--- config.mk ---
export PLATFORM = sky130hd
export DESIGN_NAME = mlcd_line_writer_flat
export DESIGN_NICKNAME = d
export VERILOG_FILES = /design/src/rtl/mlcd_line_writer_if.sv /design/src/rtl/mlcd_line_writer.sv /design/src/flat_wrapper.sv
export SDC_FILE = /design/constraint.sdc
export NUM_CORES = 1
export LEC_CHECK = 0
export CORE_MARGIN = 2
export CORE_UTILIZATION = 45
export DETAILED_ROUTE_END_ITERATION = 8
export PLACE_DENSITY_LB_ADDON = 0.15
export SYNTH_ARGS = -nofsm -noshare
export SYNTH_HDL_FRONTEND = slang
export SYNTH_SLANG_ARGS = --single-unit
--- constraint.sdc ---
create_clock -name i_clk -period 3.33 [get_ports i_clk]
set_input_delay 0.333 -clock i_clk [delete_from_list [all_inputs] [get_ports i_clk]]
set_output_delay 0.333 -clock i_clk [all_outputs]
set_load 0.02 [all_outputs]
--- src/rtl/mlcd_line_writer_if.sv ---
// Control, line-buffer and panel-pin signals of the memory-LCD line writer.
// The master side is the frame controller plus line buffer; the slave side is the writer.
interface mlcd_line_writer_if #(
  parameter int unsigned AW = 4
);
  logic          i_start;
  logic [7:0]    i_line_addr;
  logic          o_pix_rd;
  logic [AW-1:0] o_pix_addr;
  logic [7:0]    i_pix_data;
  logic          o_busy;
  logic          o_done;
  logic          o_scs;
  logic          o_sclk;
  logic          o_si;

  modport master (
    output i_start, i_line_addr, i_pix_data,
    input  o_pix_rd, o_pix_addr, o_busy, o_done, o_scs, o_sclk, o_si
  );

  modport slave (
    input  i_start, i_line_addr, i_pix_data,
    output o_pix_rd, o_pix_addr, o_busy, o_done, o_scs, o_sclk, o_si
  );
endinterface

--- src/rtl/mlcd_line_writer.sv ---
// Serialises one line write (command, address, pixel bytes, trailer) onto a memory-LCD 3-wire bus.
// Define MLCD_VCOM_EN to toggle M1 (VCOM) internally every VCOM_EVERY lines; otherwise M1 is 0.
module mlcd_line_writer #(
  parameter int unsigned DIV        = 4,
  parameter int unsigned LINE_BITS  = 96,
  parameter int unsigned CS_SETUP   = 2,
  parameter int unsigned CS_HOLD    = 2,
  parameter int unsigned VCOM_EVERY = 96
) (
  input  logic              i_clk,
  input  logic              i_reset,
  mlcd_line_writer_if.slave bus
);

  localparam int unsigned NBYTES = LINE_BITS / 8;
  localparam int unsigned AW     = (NBYTES > 1) ? $clog2(NBYTES) : 1;
  localparam int unsigned CW     = $clog2(DIV);
  localparam int unsigned MAXA   = (LINE_BITS > 16) ? LINE_BITS : 16;
  localparam int unsigned MAXB   = (CS_SETUP > CS_HOLD) ? CS_SETUP : CS_HOLD;
  localparam int unsigned MAXC   = (MAXA > MAXB) ? MAXA : MAXB;
  localparam int unsigned BW     = $clog2(MAXC);

  if (DIV < 2 || LINE_BITS == 0 || (LINE_BITS % 8) != 0 || VCOM_EVERY == 0) begin : g_bad_cfg
    $error("mlcd_line_writer: unsupported parameter set");
  end

  typedef enum logic [2:0] {
    S_IDLE, S_SETUP, S_CMD, S_ADDR, S_DATA, S_TRAIL, S_HOLD
  } state_e;

  state_e          state_q, state_d;
  logic [CW-1:0]   cnt_q, cnt_d;
  logic            half_q, half_d;
  logic [BW-1:0]   idx_q, idx_d;
  logic [7:0]      addr_q, addr_d;
  logic [7:0]      hold_q, hold_d;
  logic [AW-1:0]   paddr_q, paddr_d;
  logic            rd_q, rd_d;
  logic            rd_dly_q, rd_dly_d;
  logic            scs_q, scs_d;
  logic            sclk_q, sclk_d;
  logic            si_q, si_d;
  logic            busy_q, busy_d;
  logic            done_q, done_d;
  logic            tick;
  logic            load;
  logic            vcom;
  logic [BW-1:0]   last_idx;
  logic [7:0]      cmd_byte;

  assign tick     = (cnt_q == CW'(DIV - 1));
  assign cmd_byte = {5'b0, 1'b0, vcom, 1'b1};

  function automatic logic field_bit(input state_e s, input logic [2:0] b,
                                     input logic [7:0] cmd, input logic [7:0] adr,
                                     input logic [7:0] dat);
    case (s)
      S_CMD:   return cmd[b];
      S_ADDR:  return adr[b];
      S_DATA:  return dat[b];
      default: return 1'b0;
    endcase
  endfunction

  always_comb begin
    case (state_q)
      S_DATA:  last_idx = BW'(LINE_BITS - 1);
      S_TRAIL: last_idx = BW'(15);
      default: last_idx = BW'(7);
    endcase
  end

  // Next state: a bit is two ticks, low half presents the bit, high half lets the panel sample it.
  always_comb begin
    state_d  = state_q;
    cnt_d    = cnt_q;
    half_d   = half_q;
    idx_d    = idx_q;
    addr_d   = addr_q;
    hold_d   = hold_q;
    paddr_d  = paddr_q;
    rd_d     = 1'b0;
    rd_dly_d = rd_q;
    scs_d    = scs_q;
    sclk_d   = sclk_q;
    si_d     = si_q;
    busy_d   = busy_q;
    done_d   = 1'b0;
    load     = 1'b0;

    if (state_q != S_IDLE) cnt_d = tick ? '0 : cnt_q + CW'(1);
    if (rd_q)              paddr_d = paddr_q + AW'(1);
    if (rd_dly_q)          hold_d = bus.i_pix_data;

    unique case (state_q)
      S_IDLE: begin
        cnt_d   = '0;
        paddr_d = '0;
        if (bus.i_start) begin
          state_d = S_SETUP;
          addr_d  = bus.i_line_addr;
          idx_d   = '0;
          half_d  = 1'b0;
          busy_d  = 1'b1;
          scs_d   = 1'b1;
          sclk_d  = 1'b0;
          si_d    = 1'b0;
        end
      end
      S_SETUP: if (tick) begin
        if (idx_q == BW'(CS_SETUP - 1)) begin
          state_d = S_CMD;
          idx_d   = '0;
          half_d  = 1'b0;
          load    = 1'b1;
        end else begin
          idx_d = idx_q + BW'(1);
        end
      end
      S_HOLD: if (tick) begin
        if (idx_q == BW'(CS_HOLD - 1)) begin
          state_d = S_IDLE;
          idx_d   = '0;
          paddr_d = '0;
          scs_d   = 1'b0;
          busy_d  = 1'b0;
          done_d  = 1'b1;
        end else begin
          idx_d = idx_q + BW'(1);
        end
      end
      default: if (tick) begin
        if (!half_q) begin
          half_d = 1'b1;
          sclk_d = 1'b1;
        end else begin
          half_d = 1'b0;
          sclk_d = 1'b0;
          load   = 1'b1;
          idx_d  = idx_q + BW'(1);
          if (idx_q == last_idx) begin
            idx_d = '0;
            case (state_q)
              S_CMD:   state_d = S_ADDR;
              S_ADDR:  state_d = S_DATA;
              S_DATA:  state_d = S_TRAIL;
              default: state_d = S_HOLD;
            endcase
          end
        end
      end
    endcase

    // New bit on SI; bit 7 of the address and of each non-final byte prefetches the next byte.
    if (load) begin
      si_d = field_bit(state_d, idx_d[2:0], cmd_byte, addr_q, hold_q);
      rd_d = (state_d == S_ADDR && idx_d == BW'(7)) ||
             (state_d == S_DATA && idx_d[2:0] == 3'd7 && idx_d < BW'(LINE_BITS - 8));
    end
  end

  always_ff @(posedge i_clk or posedge i_reset) begin
    if (i_reset) begin
      state_q  <= S_IDLE;
      cnt_q    <= '0;
      half_q   <= 1'b0;
      idx_q    <= '0;
      addr_q   <= '0;
      hold_q   <= '0;
      paddr_q  <= '0;
      rd_q     <= 1'b0;
      rd_dly_q <= 1'b0;
      scs_q    <= 1'b0;
      sclk_q   <= 1'b0;
      si_q     <= 1'b0;
      busy_q   <= 1'b0;
      done_q   <= 1'b0;
    end else begin
      state_q  <= state_d;
      cnt_q    <= cnt_d;
      half_q   <= half_d;
      idx_q    <= idx_d;
      addr_q   <= addr_d;
      hold_q   <= hold_d;
      paddr_q  <= paddr_d;
      rd_q     <= rd_d;
      rd_dly_q <= rd_dly_d;
      scs_q    <= scs_d;
      sclk_q   <= sclk_d;
      si_q     <= si_d;
      busy_q   <= busy_d;
      done_q   <= done_d;
    end
  end

`ifdef MLCD_VCOM_EN
  localparam int unsigned LW = $clog2(VCOM_EVERY + 1);

  logic          vcom_q, vcom_d;
  logic [LW-1:0] lines_q, lines_d;

  // Flag flips in the o_done cycle of every VCOM_EVERY-th line.
  always_comb begin
    vcom_d  = vcom_q;
    lines_d = lines_q;
    if (done_d) begin
      if (lines_q == LW'(VCOM_EVERY - 1)) begin
        lines_d = '0;
        vcom_d  = ~vcom_q;
      end else begin
        lines_d = lines_q + LW'(1);
      end
    end
  end

  always_ff @(posedge i_clk or posedge i_reset) begin
    if (i_reset) begin
      vcom_q  <= 1'b0;
      lines_q <= '0;
    end else begin
      vcom_q  <= vcom_d;
      lines_q <= lines_d;
    end
  end

  assign vcom = vcom_q;
`else
  assign vcom = 1'b0;
`endif

  assign bus.o_pix_rd   = rd_q;
  assign bus.o_pix_addr = paddr_q;
  assign bus.o_busy     = busy_q;
  assign bus.o_done     = done_q;
  assign bus.o_scs      = scs_q;
  assign bus.o_sclk     = sclk_q;
  assign bus.o_si       = si_q;

endmodule

--- src/flat_wrapper.sv ---
// flat-port wrapper written by rule: the top's interface ports become plain ports
module mlcd_line_writer_flat 
#(
  parameter int unsigned DIV        = 4,
  parameter int unsigned LINE_BITS  = 96,
  parameter int unsigned CS_SETUP   = 2,
  parameter int unsigned CS_HOLD    = 2,
  parameter int unsigned VCOM_EVERY = 96
)
  (i_clk, i_reset, bus_i_start, bus_i_line_addr, bus_i_pix_data, bus_o_pix_rd, bus_o_pix_addr, bus_o_busy, bus_o_done, bus_o_scs, bus_o_sclk, bus_o_si);
  mlcd_line_writer_if #(.AW(4)) bus_i ();
  input  logic i_clk;
  input  logic i_reset;
  input wire logic [$bits(bus_i.i_start)-1:0] bus_i_start;
  input wire logic [$bits(bus_i.i_line_addr)-1:0] bus_i_line_addr;
  input wire logic [$bits(bus_i.i_pix_data)-1:0] bus_i_pix_data;
  output wire logic [$bits(bus_i.o_pix_rd)-1:0] bus_o_pix_rd;
  output wire logic [$bits(bus_i.o_pix_addr)-1:0] bus_o_pix_addr;
  output wire logic [$bits(bus_i.o_busy)-1:0] bus_o_busy;
  output wire logic [$bits(bus_i.o_done)-1:0] bus_o_done;
  output wire logic [$bits(bus_i.o_scs)-1:0] bus_o_scs;
  output wire logic [$bits(bus_i.o_sclk)-1:0] bus_o_sclk;
  output wire logic [$bits(bus_i.o_si)-1:0] bus_o_si;
  assign bus_i.i_start = bus_i_start;
  assign bus_i.i_line_addr = bus_i_line_addr;
  assign bus_i.i_pix_data = bus_i_pix_data;
  assign bus_o_pix_rd = bus_i.o_pix_rd;
  assign bus_o_pix_addr = bus_i.o_pix_addr;
  assign bus_o_busy = bus_i.o_busy;
  assign bus_o_done = bus_i.o_done;
  assign bus_o_scs = bus_i.o_scs;
  assign bus_o_sclk = bus_i.o_sclk;
  assign bus_o_si = bus_i.o_si;
  mlcd_line_writer #(.DIV(DIV), .LINE_BITS(LINE_BITS), .CS_SETUP(CS_SETUP), .CS_HOLD(CS_HOLD), .VCOM_EVERY(VCOM_EVERY)) u_core (.i_clk(i_clk), .i_reset(i_reset), .bus(bus_i));
endmodule
==> results of run 1 <==
==> power by group through the flow <==
| stage | sequential, uW | clock [uW] | combinational, uW |
|---|---|---|---|
| after floorplan | 483 | 0 | 7.18 |
| after global placement | 483 | 0 | 32.3 |
| after detailed placement | 483 | 0 | 32.7 |
| after CTS | 473 | 416 | 32.8 |
| after global routing | 473 | 442 | 34.8 |
| final | 473 | 405 | 31.7 |
==> metrics by stage <==
step	instance area (um^2)	total power, uW
floorplan	2462	489.8
global placement	2780	514.8
detailed placement	2780	515.2
CTS	2893	921.6
global route	2893	950.0
finish	2893	909.9
==> worst min path at each step <==
| stage | start | end | cells after the start |
|---|---|---|---|
| after CTS | u_core.cnt_q[0] | u_core.cnt_q[0] | 1 |
| after global placement | u_core.cnt_q[0] | u_core.cnt_q[0] | 1 |
| after detailed placement | u_core.cnt_q[0] | u_core.cnt_q[0] | 1 |
| final | u_core.cnt_q[0] | u_core.cnt_q[0] | 1 |
| after global routing | u_core.cnt_q[0] | u_core.cnt_q[0] | 1 |
| after floorplan | u_core.cnt_q[0] | u_core.cnt_q[0] | 1 |
==> routing by layer <==
layer	GRT usage, %	wire length, um
met5	0	0
met4	5.263	54
met3	3.837	275
met2	30.52	2595
met1	26.38	2546
==> kinds of logic (layout without fill, tap and decap cells) <==
| group | Yosys count | in the layout | synth area share [%] |
|---|---|---|---|
| flip-flops | 39 | 39 | 39.63 |
| buffers and inverters | 25 | 50 | 4.929 |
| AO/OA/AOI/OAI | 61 | 61 | 18.95 |
| XOR/XNOR | 7 | 7 | 2.795 |
| adder cells (fa/ha/maj) | 4 | 4 | 2.033 |
| AND/OR/NAND/NOR | 87 | 87 | 19.67 |
| multiplexers | 27 | 27 | 11.99 |
==> final cells by class <==
| cell class | instances | share of cell area (%) |
|---|---|---|
| Clock inverter | 3 | 1.514 |
| Clock buffer | 5 | 2.379 |
| Multi-Input combinational cell | 186 | 47.19 |
| Inverter | 9 | 1.168 |
| Tap cell | 70 | 3.028 |
| Timing Repair Buffer | 33 | 10.99 |
| Sequential cell | 39 | 33.74 |
==> flip-flops by register name, summed over array words and instances (netlist names) <==
| name | count |
|---|---|
| u_core.hold_q | 8 |
| u_core.rd_dly_q | 1 |
| u_core.bus.o_pix_rd | 1 |
| u_core.bus.o_si | 1 |
| u_core.bus.o_scs | 1 |
| u_core.half_q | 1 |
| u_core.cnt_q | 2 |
| u_core.addr_q | 8 |
| u_core.bus.o_sclk | 1 |
| u_core.bus.o_pix_addr | 4 |
| u_core.idx_q | 7 |
| u_core.state_q | 3 |
| u_core.bus.o_done | 1 |
==> cells in the final DEF, fill, tap and decap left out, drive strengths merged, types with 6 or more instances in the layout <==
master and count:
dfrtp 39, clkdlybuf4s50 28, nand2 24, mux2 17, o21ai 13, nand3 11, nor2 11, mux2i 10
a21oi 10, inv 9, nor3 6, and3 6
==> results.sh, run 1 <==
export IMPL_status="finished, final reports clean"
export IMPL_p_switching_uw=194.1
export IMPL_synthMostInstantiatedCell="dfrtp_1"
export IMPL_hold_ws_ns=0.4442
export IMPL_synth_edf_count=0
export IMPL_multi_input_area_mm2=0.001365
export IMPL_cp_end_kind="register"
export IMPL_r2r_end="u_core.bus.o_si"
export IMPL_crit_slowest_cell="dfrtp_1"
export IMPL_drt_initial_drc_count=158
export IMPL_yosysSeqAreaShare_pct=39.63
export IMPL_ant_nets=0
export IMPL_cts_htree_levels=2
export IMPL_wire_per_inst_um=15.86
export IMPL_synth_common_cells="dfrtp_1, nand2_1, mux2_2"
export IMPL_ys_types=62
export IMPL_switching_share_pct=21.33
export IMPL_core_mm2=0.005205
export IMPL_rsz0062_at_grt="no"
export IMPL_port_buffers=28
export IMPL_final_setup_worst_slack_ns=0.5002
export IMPL_avgViaCountPerCell=5.736
export IMPL_worstMarginPinSlew_ns=0.6133
export IMPL_slowest_delay_ns=0.59
export IMPL_ios=29
export IMPL_power_density_mw_per_mm2=314.5
export IMPL_regArea_um2=975.9
export IMPL_relSlewSlack_pct=58.80
export IMPL_drt_wl_total_um=5470
export IMPL_dr_pass1_iters=4
export IMPL_cts_resized=0
export IMPL_synth_top_cell_area_share_pct=39.63
export IMPL_clock_latency_ns=0.30
export IMPL_netlist_instances=250
export IMPL_start_util_pct=47.31
export IMPL_antenna_cells=0
export IMPL_cp_depth=8
export IMPL_clkSinkCount=39
export IMPL_fin_setup_tns_ns=0
export IMPL_p_int_uw=715.8
export IMPL_fin_util_pct=55.58
export IMPL_syn_num_nets=273
export IMPL_cp_max_fo=18
export IMPL_cts_tree="yes"
export IMPL_routabilityCongestion=0.8665
export IMPL_synthFlopType="dfrtp_1"
export IMPL_grt_antenna_before_repair=0
export IMPL_drive_gt1_share_pct=15.64
export IMPL_reg2reg_from="u_core.state_q[1]"
export IMPL_start_kind="register"
export IMPL_final_cells=345
export IMPL_drv_slew=0
export IMPL_rrSetupSlack_ns=0.50
export IMPL_cp_arrival_ns=3.02
export IMPL_die_h_um=77.97
export IMPL_grt_total_usage_pct=19.07
export IMPL_crit_buf_inv=0
export IMPL_fin_crit_ns=2.830
export IMPL_leakage_uw=0.001259
export IMPL_setup_viol=0
export IMPL_startpoint="u_core.state_q[1]"
export IMPL_rows=26
export IMPL_clockPowerShare_pct=44.5
export IMPL_mappedNetlistArea_mm2=0.002462
export IMPL_vdd_ir_drop_max_mv=0.2909
export IMPL_hold_viol=0
export IMPL_area_delta_synth_final_pct=17.48
export IMPL_die_w_um=77.97
export IMPL_route_detailed_drc=0
export IMPL_num_vias=1979
export IMPL_hold_buffers=0
export IMPL_power_share_sequential_pct=52.0
export IMPL_p_comb_share_pct=3.5
export IMPL_dp_cells=337
export IMPL_grt_pass1_vias=1851
export IMPL_cts_clk_slew_worst_paths_ns=0.10
export IMPL_cp_top_family="simple AND/OR/NAND/NOR gates"
export IMPL_dpl_hpwl_um=3931
export IMPL_cts_path_max_buffers=2
export IMPL_grt_first_pass_wirelength_um=9177
export IMPL_cts_buffers=5
export IMPL_reg2regPathDepth=8
export IMPL_nets=297
export IMPL_pre_cts_ws_ns=0.5505
export IMPL_die_area_mm2=0.006079
export IMPL_endpoint="u_core.bus.o_si"
export IMPL_required_ns=3.52
export IMPL_grt_max_degree=40
export IMPL_cts_root_buf="clkbuf_8"
export IMPL_yosysWarnings=0
export IMPL_synth_top_area_cell="dfrtp_1"
export IMPL_finalCritPeriodShare_pct=84.98
export IMPL_hold_class="reg -> reg"
export IMPL_clock_fmax_ghz=0.3534
export IMPL_post_cts_setup_buffers=0
export IMPL_ys_top_cells_by_area="dfrtp_1, mux2_2, mux2i_1"
export IMPL_async_flop_share_pct=100.0
export IMPL_clock_skew_ns=0.02170
export IMPL_ys_ff_latch=39
export IMPL_timing_worst_setup_path_type="reg -> reg"
export IMPL_fillers=480
export IMPL_crit_chain="or3b_4, a211o_1, o21ai_4, and2_1, mux2i_1, nor4bb_1, o31ai_1, o211ai_1"
export IMPL_cap_violations=0
export IMPL_grt_overflow=0
export IMPL_postSynthAreaPerCell_um2=9.849
Note: power is estimated with default switching activity, not from simulation.
==> run 2: changes to the inputs <==
==> constraint.sdc (replaced) <==
create_clock -name i_clk -period 2.35 [get_ports i_clk]
set_input_delay 0.235 -clock i_clk [delete_from_list [all_inputs] [get_ports i_clk]]
set_output_delay 0.235 -clock i_clk [all_outputs]
set_load 0.02 [all_outputs]
==> run 2 against run 1 <==
  * The run now ends with negative setup slack left
  * Clock skew down 0.011 ns
  * Sequential power up 42%
  * Die area unchanged
  * Critical path depth up 1
  * Non-clock buffer count up 56
  * Largest power group unchanged
  * Global-route usage up 2.9 points
  * Sequential cell count unchanged
  * Routed wire length up 15%
  * Via count up 12%
  * Fmax up 16%
  * Design area up 19%
  * Combinational power up 45%
==> results.sh, run 2 (synthesis results as in run 1) <==
export IMPL_status="finished with violations"
export IMPL_violations="negative setup slack"
export IMPL_antenna_cells=0
export IMPL_cts_buffers=5
export IMPL_required_ns=2.53
export IMPL_ios=29
export IMPL_route_detailed_drc=0
export IMPL_top_regs="u_core.addr_q x8, u_core.hold_q x8, u_core.idx_q x7"
export IMPL_switching_share_pct=23.55
export IMPL_hold_buffers=0
export IMPL_rows=26
export IMPL_power_total_uw=1186
export IMPL_place_area_mm2=0.003173
export IMPL_reg2reg_from="u_core.state_q[1]"
export IMPL_grt_first_pass_wirelength_um=10410
export IMPL_hold_viol=0
export IMPL_die_area_mm2=0.006079
export IMPL_core_mm2=0.005205
export IMPL_grt_max_degree=40
export IMPL_start_kind="register"
export IMPL_crit_buf_inv=1
export IMPL_cts_htree_levels=2
export IMPL_cp_max_fo=8
export IMPL_cts_root_buf="clkbuf_8"
export IMPL_fin_setup_tns_ns=-0.08849
export IMPL_crit_slowest_cell="dfrtp_2"
export IMPL_power_density_mw_per_mm2=345.3
export IMPL_cts_clk_slew_worst_paths_ns=0.09
export IMPL_worstMarginPinSlew_ns=0.4965
export IMPL_timing_worst_setup_path_type="reg -> reg"
export IMPL_rrSetupSlack_ns=-0.09
export IMPL_r2r_end="u_core.bus.o_si"
export IMPL_cts_tree="yes"
export IMPL_clock_skew_ns=0.01103
export IMPL_avgViaCountPerCell=5.504
export IMPL_leakage_uw=0.001563
export IMPL_p_comb_share_pct=3.9
export IMPL_layout_common_cells="buf_4, dfrtp_1, clkdlybuf4s50_1, nand2_1, mux2_2"
export IMPL_clockPowerShare_pct=39.6
export IMPL_vdd_ir_drop_max_mv=0.2617
export IMPL_port_buffers=28
export IMPL_rsz0062_at_grt="yes"
export IMPL_dr_pass1_iters=4
export IMPL_nets=353
export IMPL_drt_wl_total_um=6316
export IMPL_routabilityCongestion=0.8781
export IMPL_die_h_um=77.97
export IMPL_start_util_pct=47.31
export IMPL_power_share_sequential_pct=56.5
export IMPL_wire_per_inst_um=15.75
export IMPL_drv_slew=0
export IMPL_p_int_uw=906.3
export IMPL_cts_path_max_buffers=2
export IMPL_grt_total_usage_pct=21.94
export IMPL_hold_ws_ns=0.3431
export IMPL_cap_violations=0
export IMPL_drt_initial_drc_count=153
export IMPL_grt_pass1_vias=2104
export IMPL_fin_crit_ns=2.438
export IMPL_num_vias=2207
export IMPL_clock_latency_ns=0.31
export IMPL_drive_gt1_share_pct=37.16
export IMPL_clock_fmax_ghz=0.4101
export IMPL_finalCritPeriodShare_pct=103.8
export IMPL_grt_antenna_before_repair=0
export IMPL_grt_overflow=0
export IMPL_relSlewSlack_pct=66.70
export IMPL_layout_commonest_cell="buf_4"
export IMPL_area_delta_synth_final_pct=39.43
export IMPL_cp_top_family="compound AO/OA/AOI/OAI gates"
export IMPL_final_area_mm2=0.003433
export IMPL_clkSinkCount=39
export IMPL_final_setup_worst_slack_ns=-0.08849
export IMPL_ant_nets=0
export IMPL_p_switching_uw=279.2
export IMPL_cp_arrival_ns=2.61
export IMPL_slowest_delay_ns=0.48
export IMPL_cp_end_kind="register"
export IMPL_hold_class="in -> async"
export IMPL_die_w_um=77.97
export IMPL_dpl_hpwl_um=4590
export IMPL_setup_viol=1
export IMPL_fillers=435
export IMPL_crit_chain="nor3b_4, mux2_4, buf_4, o41ai_4, a221oi_2, nand4_1, a211oi_2, o31ai_1, o211ai_1"
export IMPL_reg2regPathDepth=9
-- run 2: cell types whose count changed in the layout (fill, tap and decap cells not counted), moves of 3 or more --
cell | previous run | this run
dfrtp_2 | 0 | 3
dfrtp_1 | 39 | 36
o21ai_0 | 10 | 7
buf_4 | 5 | 58
o31ai_1 | 5 | 2
buf_6 | 0 | 3
-- run 2: layout make-up --
| type | instances | area, um^2 | area share, % |
|---|---|---|---|
| Multi-Input combinational cell | 186 | 1498 | 43.62 |
| Sequential cell | 39 | 979.7 | 28.54 |
| Timing Repair Buffer | 89 | 749.5 | 21.83 |
| Tap cell | 70 | 87.58 | 2.551 |
| Clock buffer | 6 | 72.57 | 2.114 |
| Inverter | 9 | 33.78 | 0.9840 |
| Clock inverter | 2 | 12.51 | 0.3644 |
-- run 2: power by group through the flow --
stage / combinational, uW / clock [uW] / sequential (uW)
4_1_cts: 47.5 / 478 / 670
3_5_place_dp: 47.4 / 0 / 684
3_3_place_gp: 46.8 / 0 / 684
2_1_floorplan: 10.2 / 0 / 684
6_report: 46.0 / 469 / 670
5_1_grt: 51.8 / 513 / 670
-- run 2: what timing repair did --
action	CTS	global route
pin swaps	2	7
endpoints found under the setup margin	2	3
gates resized for setup	13	22
buffers inserted	0	4
hold endpoints to repair	0	0
-- run 2: how the worst max path moves through the flow --
stage,from,endpoint,slack (ns),cells past startpoint
finish,u_core.state_q[1],u_core.bus.o_si,-0.09,9
CTS,u_core.state_q[1],u_core.bus.o_si,-0.06,9
detailed placement,u_core.state_q[1],u_core.bus.o_si,-0.14,9
global route,u_core.idx_q[1],u_core.bus.o_si,-0.21,11
global placement,u_core.state_q[1],u_core.bus.o_si,-0.17,9
floorplan,u_core.state_q[0],u_core.bus.o_si,0.01,10
-- run 2: metrics by stage --
stage	utilization [%]	cells	worst slack, ns
after floorplan	-	250	0.01188
after detailed placement	60.96	389	-0.1435
final	65.96	401	-0.08849
after global placement	60.96	389	-0.1722
after global routing	65.96	401	-0.2091
after CTS	63.58	397	-0.06022
-- run 2: metal layers --
metal	share of wire, %	GRT usage [%]	wire (um)	vias up
met5	0	0	0	-
met4	1.5	7.193	97	0
met3	5.7	4.419	358	10
met2	47	34.74	2987	66
met1	46	30.17	2874	1053
li1	-	-	-	1078
-- run 2: worst min-delay path, cell delays in order --
cell and delay (ns):
clkdlybuf4s50_1 0.40, inv_1 0.05, buf_4 0.42
==> run 3: changes to the inputs <==
--- a/config.mk
+++ b/config.mk
@@ -8,6 +8,7 @@
 export CORE_MARGIN = 2
 export CORE_UTILIZATION = 45
 export DETAILED_ROUTE_END_ITERATION = 8
+export HOLD_SLACK_MARGIN = 0.08
 export PLACE_DENSITY_LB_ADDON = 0.15
 export SYNTH_ARGS = -nofsm -noshare
 export SYNTH_HDL_FRONTEND = slang
==> results of run 3 <==
Same layout as run 2: the final DEF is identical, and so are final timing and power.
